File: src/rtl/serial_operand_shifter.sv
// ---------------------------------------------------------------------------
// serial_operand_shifter
//
// Feeds a bit-serial adder. An operand pair (a, b) is accepted over a
// valid/ready handshake while idle, then driven out LSB-first on x/y, one bit
// per clock. The adder receives a one-cycle adder_clr pulse before bit 0 so
// its carry starts at zero. first_bit/last_bit frame the stream for the
// downstream sum collector.
//
// Ports
//   clk        in   1      rising-edge clock
//   rst        in   1      asynchronous active-high reset
//   in_valid   in   1      operand pair presented on a/b
//   in_ready   out  1      shifter idle, will accept on the next edge
//   a          in   WIDTH  operand A, serialised on x
//   b          in   WIDTH  operand B, serialised on y
//   abort      in   1      drop the frame in progress (ignored while idle)
//   adder_clr  out  1      one-cycle clear for the adder, precedes bit 0
//   x          out  1      current serial bit of A
//   y          out  1      current serial bit of B
//   bit_valid  out  1      x/y carry a live operand bit
//   first_bit  out  1      x/y are bit 0
//   last_bit   out  1      x/y are bit WIDTH-1
//
// All outputs decode registered state only; nothing combinational reaches
// them from in_valid, a, b or abort.
// ---------------------------------------------------------------------------
module serial_operand_shifter #(
    parameter int WIDTH = 8
) (
    input  logic             clk,
    input  logic             rst,
    input  logic             in_valid,
    output logic             in_ready,
    input  logic [WIDTH-1:0] a,
    input  logic [WIDTH-1:0] b,
    input  logic             abort,
    output logic             adder_clr,
    output logic             x,
    output logic             y,
    output logic             bit_valid,
    output logic             first_bit,
    output logic             last_bit
);

    localparam int CW = $clog2(WIDTH);
    localparam logic [CW-1:0] CNT_LAST = CW'(WIDTH - 1);

    typedef enum logic [1:0] {
        IDLE  = 2'd0,
        CLEAR = 2'd1,
        SHIFT = 2'd2
    } state_t;

    state_t           state_reg, state_next;
    logic [CW-1:0]    cnt_reg, cnt_next;
    logic [WIDTH-1:0] a_sh_reg, a_sh_next;
    logic [WIDTH-1:0] b_sh_reg, b_sh_next;

    // Right-shifted copies of the operand registers with zero fill at the MSB.
    logic [WIDTH-1:0] a_shr;
    logic [WIDTH-1:0] b_shr;

    generate
        for (genvar gi = 0; gi < WIDTH; gi++) begin : g_shr
            if (gi == WIDTH - 1) begin : g_msb
                assign a_shr[gi] = 1'b0;
                assign b_shr[gi] = 1'b0;
            end else begin : g_body
                assign a_shr[gi] = a_sh_reg[gi+1];
                assign b_shr[gi] = b_sh_reg[gi+1];
            end
        end
    endgenerate

    // ------------------------------------------------------------------
    // State register
    // ------------------------------------------------------------------
    always_ff @(posedge clk or posedge rst) begin
        if (rst) begin
            state_reg <= IDLE;
            cnt_reg   <= '0;
            a_sh_reg  <= '0;
            b_sh_reg  <= '0;
        end else begin
            state_reg <= state_next;
            cnt_reg   <= cnt_next;
            a_sh_reg  <= a_sh_next;
            b_sh_reg  <= b_sh_next;
        end
    end

    // ------------------------------------------------------------------
    // Next-state logic
    // ------------------------------------------------------------------
    always_comb begin
        state_next = state_reg;
        cnt_next   = cnt_reg;
        a_sh_next  = a_sh_reg;
        b_sh_next  = b_sh_reg;
        case (state_reg)
            IDLE: begin
                // abort has no meaning here, so it cannot block an accept.
                if (in_valid) begin
                    a_sh_next  = a;
                    b_sh_next  = b;
                    state_next = CLEAR;
                end
            end
            CLEAR: begin
                cnt_next = '0;
                if (abort) begin
                    a_sh_next  = '0;
                    b_sh_next  = '0;
                    state_next = IDLE;
                end else begin
                    state_next = SHIFT;
                end
            end
            SHIFT: begin
                if (abort || cnt_reg == CNT_LAST) begin
                    // End of frame or dropped frame: both leave the
                    // operand registers empty and the counter at zero.
                    a_sh_next  = '0;
                    b_sh_next  = '0;
                    cnt_next   = '0;
                    state_next = IDLE;
                end else begin
                    a_sh_next = a_shr;
                    b_sh_next = b_shr;
                    cnt_next  = cnt_reg + CW'(1);
                end
            end
            default: begin
                a_sh_next  = '0;
                b_sh_next  = '0;
                cnt_next   = '0;
                state_next = IDLE;
            end
        endcase
    end

    // ------------------------------------------------------------------
    // Output decode
    // ------------------------------------------------------------------
    always_comb begin
        in_ready  = 1'b0;
        adder_clr = 1'b0;
        x         = 1'b0;
        y         = 1'b0;
        bit_valid = 1'b0;
        first_bit = 1'b0;
        last_bit  = 1'b0;
        case (state_reg)
            IDLE: begin
                in_ready = 1'b1;
            end
            CLEAR: begin
                adder_clr = 1'b1;
            end
            SHIFT: begin
                x         = a_sh_reg[0];
                y         = b_sh_reg[0];
                bit_valid = 1'b1;
                first_bit = (cnt_reg == '0);
                last_bit  = (cnt_reg == CNT_LAST);
            end
            default: begin
                in_ready = 1'b0;
            end
        endcase
    end

endmodule
File: config.mk
export PLATFORM = sky130hd
export DESIGN_NAME = serial_operand_shifter
export DESIGN_NICKNAME = d
export VERILOG_FILES = /design/src/rtl/serial_operand_shifter.sv
export SDC_FILE = /design/constraint.sdc
export NUM_CORES = 1
export LEC_CHECK = 0
export ABC_CLOCK_PERIOD_IN_PS = 1400
export CORE_ASPECT_RATIO = 1.4
export CORE_MARGIN = 2
export CORE_UTILIZATION = 43
export CTS_CLUSTER_DIAMETER = 50
export CTS_CLUSTER_SIZE = 14
export DETAILED_ROUTE_END_ITERATION = 7
export PLACE_DENSITY = 0.74
export SLEW_MARGIN = 25
export SYNTH_ARGS = -nofsm -noshare
export SYNTH_HDL_FRONTEND = slang
export SYNTH_SLANG_ARGS = --single-unit
File: constraint.sdc
create_clock -name clk -period 1.4 [get_ports clk]
set_clock_uncertainty 0.05 [all_clocks]
set_input_delay 0.14 -clock clk [delete_from_list [all_inputs] [get_ports clk]]
set_output_delay 0.14 -clock clk [all_outputs]
set_load 0.02 [all_outputs]
# After elaboration in Yosys (flattened, before gate mapping)
# Cells that the tools add are included.
# totals
register_bits	21
input_bits	20
# classes
n_addsub	1
n_eq_ne	6
muxes	20
n_reduce_logical	5
# ops
cell	n
8-bit case mux with 3 select lines	2
8-bit two-way mux	3
7-bit two-way mux	2
1-bit two-way mux	7
2-bit two-way mux	3
2-bit != test (second input constant)	3
2-bit case mux with 3 select lines	1
3-bit case mux with 2 select lines	1
2-bit AND reduction	2
3-bit by 1-bit adder with 3-bit output (second input constant)	1
3-bit == test (second input constant)	1
3-bit zero test	1
3-bit two-way mux	1
2-bit by 1-bit == test with 1-bit output (second input constant)	1
2-bit == test (second input constant)	1
2-bit zero test	1
1-bit logical OR	1

# Logic depth before layout (Yosys ltp)
# Gate-level depths: netlist of run 1.
# depth
depth_word	4
depth_mapped	6
mapped_depth_nobuf	5

# Least setup slack after synthesis of run 1
# No wires, ideal clock.
# synth_path
path_kind	reg-to-reg
startpoint	register cnt_reg[0]
endpoint	register a_sh_reg[6]
arrival_ps	1323
required_time_ps	1224
path_slack_ps	-99
path_stages_with_launch	7
n_path_buf	1
period_less_slack_ps	1499
path_cell_list	dfrtp_1 > ha_1 > ha_1 > nor2_1 > and2_4 > buf_6 > a221o_1
# synth_via
elab_chain_len	4
# synth_rtl
element	line	source
start, declared	56	logic [CW-1:0] cnt_reg, cnt_next;
start signal, assigned	87	cnt_reg <= cnt_next;
3-bit == test	121	if (abort || cnt_reg == CNT_LAST) begin
1-bit logical OR	121	
7-bit two-way mux	121	
8-bit case mux with 3 select lines	101	case (state_reg)
end signal, assigned	88	a_sh_reg <= a_sh_next;
end, declared	57	logic [WIDTH-1:0] a_sh_reg, a_sh_next;
# Every way passes these cells.
# A chain may end at the register's enable or synchronous reset.

# Final worst setup path of run 1
# layout_path
startpoint	register cnt_reg[0]
endpoint	output last_bit
# layout_via
elab_chain_len	2
# layout_rtl
element	line	source
3-bit == test	166	last_bit = (cnt_reg == CNT_LAST);
1-bit two-way mux	154	case (state_reg)
end, declared	43	output logic last_bit
# Every way passes these cells.

==> results list, run 1 <==
- Run status: finished, violations left
- Failing checks: negative setup slack
- Portion of the post-synthesis area used by sequential elements: 0.499
- Total die area: 2860 µm²
* Leakage power figure: 0.699 nW
- Floorplan core area: 2360 µm²
- The critical path in this run is classified as reg -> out.
- The initial utilization of the core area, before any placement, comes to 0.445.
- Clock Latency Late Sink: 310 ps
- Residual DRC count: 0
- Antenna cells: 0
- Input and output buffers added on the ports amount to 26.
* Max-cap check violation count: 0
- The worst setup path is captured at an output port.
- Across every metal layer, demand over resource in global routing totals 0.175.
- Across the VDD grid, the largest voltage drop is 0.769 mV.
- Count of cell types in the netlist: 21
* Worst relative slew slack: 0.816
- Final Net Count: 152
* Chip height: 62.5 µm
* Slew Limit Fails: 0
- Average vias per placed instance: 5.43
* Initial antenna violation count: 0
* Die X-Extent: 45.8 µm
* Sw Ratio: 0.290
- Placer congestion estimate: 0.708
* Crit path arrival time: 1340 ps
- Highest fanout seen on the critical path: 3
- Via Count: 820
* Clock sink count: 21
- Largest net degree at the start of global routing: 22
* Share of final-layout standard cells stronger than drive strength 1: 0.367
* Number of iterations in the first detailed-routing pass: 4
* Worst slew pin tran: 275 ps
- Bufs on Longest Clock Path: 2
- Total number of H-tree levels: 1
* Cell-internal power: 1.10 mW
- Post-route core utilization: 0.650
* IO Pins: 27
- Worst slack at placement: -209 ps
* Grt ovf: 0
- The root buffer cell chosen for the clock tree is clkbuf_4.
- In the synthesized netlist, the number of instances is 86.
- Clock-pin slew on the worst setup and hold paths: 120 ps
- Mean area per synthesized cell: 12.2 µm²
- Number of CTS-inserted buffers: 3
- Total power per unit cell area: 1010 nW/µm²
- Number of register bits inferred by synthesis: 21
* Sum of routed wire length over all layers: 2250 µm
* Count of hold buffers inserted by post-cts repair: 0
* Standard-cell rows: 21
- The first global-routing pass estimated 3710 µm of wire.
* Reg power frac: 0.497
- Final Hold Viols: 0
* Yosys warnings: 0
* Category of the worst setup path launch point: flop
* Worst setup slack after layout: -128 ps
- The number of global-route vias before repair came to 864.
- TritonCTS built the clock tree.
- The smallest clock period supported by the final layout is computed as 1530 ps.
- Maximum clock frequency: 0.654 GHz
* Comb power frac: 0.314
- The path class of the tightest hold or removal check is in -> async.
* Share of the cycle needed by the critical path after routing: 1.09
* Detail-routed net length per standard cell: 14.9 µm
- Summed over all nets, the switching power comes to 0.449 mW.
- Initial DRC Count: 28
- Summed over all nets, the half-perimeter wirelength after detailed placement is 1550 µm.
- From synthesis to final layout, the design area changed by 46.1%.
* Clock network fraction of total power: 0.189
* Unrepaired setup endpoints after global routing: yes
- Setup violations remaining at the end of the flow were counted as 20.
- Data required time at the worst endpoint: 1210 ps
- Net count of the mapped netlist: 109
* Number of nets still failing antenna checks after routing: 0
- Synthesized cell area: 1050 µm²
stage by stage:
stage / TNS, ps / total power, mW / cells / hold slack [ps] / cell area, µm²
floorplan: -642 / 1.03 / 86 / 66.5 / 1070
global placement: -2410 / 1.21 / 143 / 432 / 1430
detailed placement: -2730 / 1.23 / 143 / 442 / 1430
CTS: -2020 / 1.52 / 149 / 113 / 1480
global route: -2920 / 1.63 / 151 / 135 / 1540
finish: -1670 / 1.55 / 151 / 97.7 / 1540
cells by family (layout without fill, tap and decap cells):
family	after synthesis	after routing	share of synthesized area
and+or+nand+nor	32	33	0.208
DFF	21	21	0.499
AOI/OAI and AO/OA	20	20	0.185
buffers and inverters	9	50	0.0618
adders and majority gates	3	3	0.0357
muxes	1	1	0.00951
placed cells by master (no fill, tap or decap), drive strengths merged:
master,instances
clkdlybuf4s50,19
nand3,2
nor3,1
a21oi,3
a22o,2
and3b,1
a211oi,1
nor3b,1
and2,19
nor2,4
mux2i,1
inv,4
ha,3
nand2b,2
a221o,14
buf,23
nor2b,3
clkbuf,3
clkinv,1
dfrtp,21
Yosys cell counts:
library cell	instances	area (µm²)
and2_4	1	8.76
nor2_1	4	15.0
nor3b_4	1	18.8
nor3_1	1	5.00
buf_6	4	45.0
inv_1	4	15.0
a221o_1	12	120
ha_1	3	37.5
a22o_1	2	17.5
nor2b_1	1	6.26
dfrtp_1	21	526
and3b_1	1	8.76
nand3_1	2	10.0
a21oi_1	3	15.0
nand2b_1	2	12.5
mux2i_1	1	10.0
buf_2	1	5.00
a221o_2	2	22.5
and2_1	17	106
a211oi_4	1	20.0
nor2b_4	2	27.5
worst max-delay path, cell delays in order, from the launching register on:
cell and delay [ps]:
dfrtp_1 420, ha_2 210, ha_4 160, and2_4 130, buf_6 120
routing by layer:
layer / vias to the layer above / GRT usage / routed length (µm)
li1: 393 / - / -
met1: 397 / 0.215 / 893
met2: 25 / 0.301 / 1240
met3: 5 / 0.0173 / 84
met4: 0 / 0.0643 / 35
met5: - / 0 / 0
cell type report:
class	count	area, µm²
Clock buffer	3	22.5
Clock inverter	1	5.00
Fill cell	190	827
Inverter	4	15.0
Multi-Input combinational cell	57	528
Sequential cell	21	526
Tap cell	23	28.8
Timing Repair Buffer	42	413
final timing paths:
| check | from | end | slack [ps] | cells past startpoint |
|---|---|---|---|---|
| min in group clk | b[7] | b_sh_reg[7] | 370 | 2 |
| max in group asynchronous | rst | b_sh_reg[1] | 980 | 3 |
| setup reg to reg | cnt_reg[0] | b_sh_reg[6] | -110 | 6 |
| hold / removal | rst | a_sh_reg[7] | 100 | 3 |
| setup / recovery | cnt_reg[0] | last_bit | -130 | 4 |
| hold reg to reg | a_sh_reg[4] | a_sh_reg[3] | 470 | 1 |
power groups by stage:
stage | Combinational [mW] | Sequential (mW) | Clock, mW
floorplan | 0.272 | 0.756 | 0
global placement | 0.440 | 0.772 | 0
detailed placement | 0.452 | 0.778 | 0
CTS | 0.460 | 0.768 | 0.295
global route | 0.527 | 0.779 | 0.320
finish | 0.486 | 0.769 | 0.292
repair_timing:
action / 4_1_cts / 5_1_grt
pin swaps: 6 / 5
cloned: 1 / 0
buffers inserted: 1 / 2
gates resized for setup: 42 / 11
endpoints found under the setup margin: 23 / 24
endpoints found under the hold margin: 0 / 0
(Power assumes the default switching activity.)
==> run 2, diff against run 1 <==
RECOVER_POWER = 25   (was not set)
SKIP_CTS_REPAIR_TIMING = 1   (was not set)
SLEW_MARGIN = 30   (was 25)
==> run 2 against run 1 <==
Against the previous run:
- first-iteration DRC count decreased by 39%
- global-route usage is 1.1 points lower
- the flow still finishes with violations (negative setup slack)
- sequential power hardly changed
- largest power group unchanged
- setup slack worse by 12 ps
- critical path depth unchanged
==> results list, run 2 (same netlist as run 1, synthesis figures left out) <==
- The run finished, with violations left.
* Failing checks: negative setup slack
* Die X-Extent: 45.8 µm (unchanged)
- Standard-cell rows: 21 (unchanged)
- The antenna diode instance count came to 0 (unchanged).
- The maximum clock insertion buffer count came to 2 (unchanged).
* Largest net degree at the start of global routing: 22 (unchanged)
* PnR Total Power: 1.53 mW (-0.79%)
- The cell count of the worst reg-to-reg path is 6 (unchanged).
* Peak ir drop on the vdd network: 0.771 mV (+0.30%)
- Final Hold Viols: 0 (unchanged)
- Share of final-layout standard cells stronger than drive strength 1: 0.331 (-0.0365)
- Leakage power figure: 0.691 nW (-1.3%)
* Number of CTS-inserted buffers: 3 (unchanged)
- Cell with the largest stage delay on the worst path: dfrtp_1
- The delay of the slowest cell on the worst path is 410 ps (about the same).
* Worst slack at placement: -209 ps (unchanged)
- Crit path arrival time: 1350 ps (about the same)
- Most frequent cells in the layout: 21 x dfrtp_1, 18 x clkdlybuf4s50_1, 15 x and2_1, 12 x a221o_1, 11 x buf_4
- The number of maximum-capacitance violations is 0 (unchanged).
* Total number of H-tree levels: 1 (unchanged)
- Grt ovf: 0 (unchanged)
- The sum of buffers and inverters on the critical path was 1 (unchanged).
- Post-route core utilization: 0.637 (-0.0138)
- Via Count: 815 (-0.61%)
* Initial antenna violation count: 0 (unchanged)
- Data required time at the worst endpoint: 1210 ps (about the same)
- The starting density of the core was 0.445 (unchanged).
- Area overhead of the layout relative to synthesis: 43.0%
* Total negative slack for setup checks: -1780 ps (-106 ps)
* Hold WS: 318 ps (+220 ps)
- Final critical path time including I/O delays and setup: 1540 ps (+12.0 ps)
- First-pass GRT wire length: 3510 µm (-5.2%)
- The critical path goes through ha_2 -> ha_4 -> and2_1 -> buf_6.
* Floorplan core area: 2360 µm² (unchanged)
* Post-route non-filler standard cell count: 150 (-0.66%)
* Worst slew pin tran: 510 ps (+235 ps)
- The total number of clock tree sinks is 21 (unchanged).
* Root Buffer Master: clkbuf_4
* Unrepaired setup endpoints after global routing: yes
- Residual DRC count: 0 (unchanged)
- The maximum net fanout on the critical path was 3 (unchanged).
- Vias in the first global route: 842 (-2.5%)
* Category of the worst setup path launch point: flop
- Sum of routed wire length over all layers: 2180 µm (-3.5%)
- Setup Viol. Count Final: 20 (unchanged)
- The number of top-level design ports was 27 (unchanged).
* Placer congestion estimate: 0.708 (unchanged)
- Total power per unit cell area: 1020 nW/µm² (+1.4%)
- Number of iterations in the first detailed-routing pass: 4 (unchanged)
- Clock Latency Late Sink: 310 ps (about the same)
- In this run the worst hold path is classified as in -> async.
- The cell depth of the worst setup path came to 4 (unchanged).
- The final worst-path setup slack is -140 ps (-12.0 ps).
* Final Instance Area: 1510 µm² (-2.1%)
* Type of the worst setup path: reg -> out
* Clock tree from TritonCTS: yes
- The number of design-rule violations left by the first detailed-router iteration was 17 (-39%).
- Slew Limit Fails: 0 (unchanged)
- Port Buf Inserts: 26 (unchanged)
- The ratio of routed vias to standard cells is 5.43 (about the same).
- The kind of cell with the highest combined delay along the critical path is flip-flops.
- The die area is 2860 µm² (unchanged).
- The highest clock frequency the design can meet came to 0.649 GHz (-0.78%).
- Final HPWL DP: 1550 µm (unchanged)
- Worst relative slew slack: 0.660 (-0.156)
* Number of nets still failing antenna checks after routing: 0 (unchanged)
* Chip height: 62.5 µm (unchanged)
* Final Net Count: 151 (-0.66%)
- Detail-routed net length per standard cell: 14.5 µm (-2.9%)
- STA classifies the critical path endpoint as an output port.
- Dpl cells: 143 (unchanged)
- Share of the cycle needed by the critical path after routing: 1.10 (+0.00855)
- The library cell used most frequently in the layout, excluding fill and tap cells, is dfrtp_1.
* Total global-route track usage: 0.163 (-0.0113)
- Standard cell area after detailed placement: 1430 µm² (unchanged)
- The post-CTS clock slew at the launch and capture registers of the worst setup and hold paths came to 120 ps (about the same).
run 2: per-layer routing:
layer  routed length (µm)  track usage  vias to the layer above  share of wire
met1                  857        0.202                      391           0.39
met2                 1180        0.278                       27           0.54
met4                   53       0.0643                        0          0.024
met3                   86       0.0173                        7          0.040
met5                    0            0                        -              0
li1                     -            -                      390              -
run 2: worst min-delay path, stage by stage:
cell and delay (ps):
dlygate4sd3_1 530, inv_1 50, clkbuf_2 420
run 2: power by group:
part / internal, mW / switching (mW)
clock: 0.107 / 0.187
combinational: 0.279 / 0.194
sequential: 0.704 / 0.0640
run 2: worst paths after layout:
check	slack, ps	start	end
worst max-delay path	-140	cnt_reg[1]	last_bit
worst min-delay path	320	rst	b_sh_reg[0]
worst max register to register	-120	cnt_reg[0]	b_sh_reg[6]
worst min register to register	470	a_sh_reg[4]	a_sh_reg[3]
max in group asynchronous	640	rst	b_sh_reg[1]
min in group clk	370	b[7]	b_sh_reg[7]
run 2: cell type report:
| cell class | instances | area (µm²) |
|---|---|---|
| inverter | 4 | 15.0 |
| clock buffer | 3 | 22.5 |
| tap | 23 | 28.8 |
| fill | 194 | 860 |
| clock inverter | 1 | 5.00 |
| multi-input combinational | 57 | 513 |
| sequential | 21 | 526 |
| timing repair buffer | 41 | 395 |
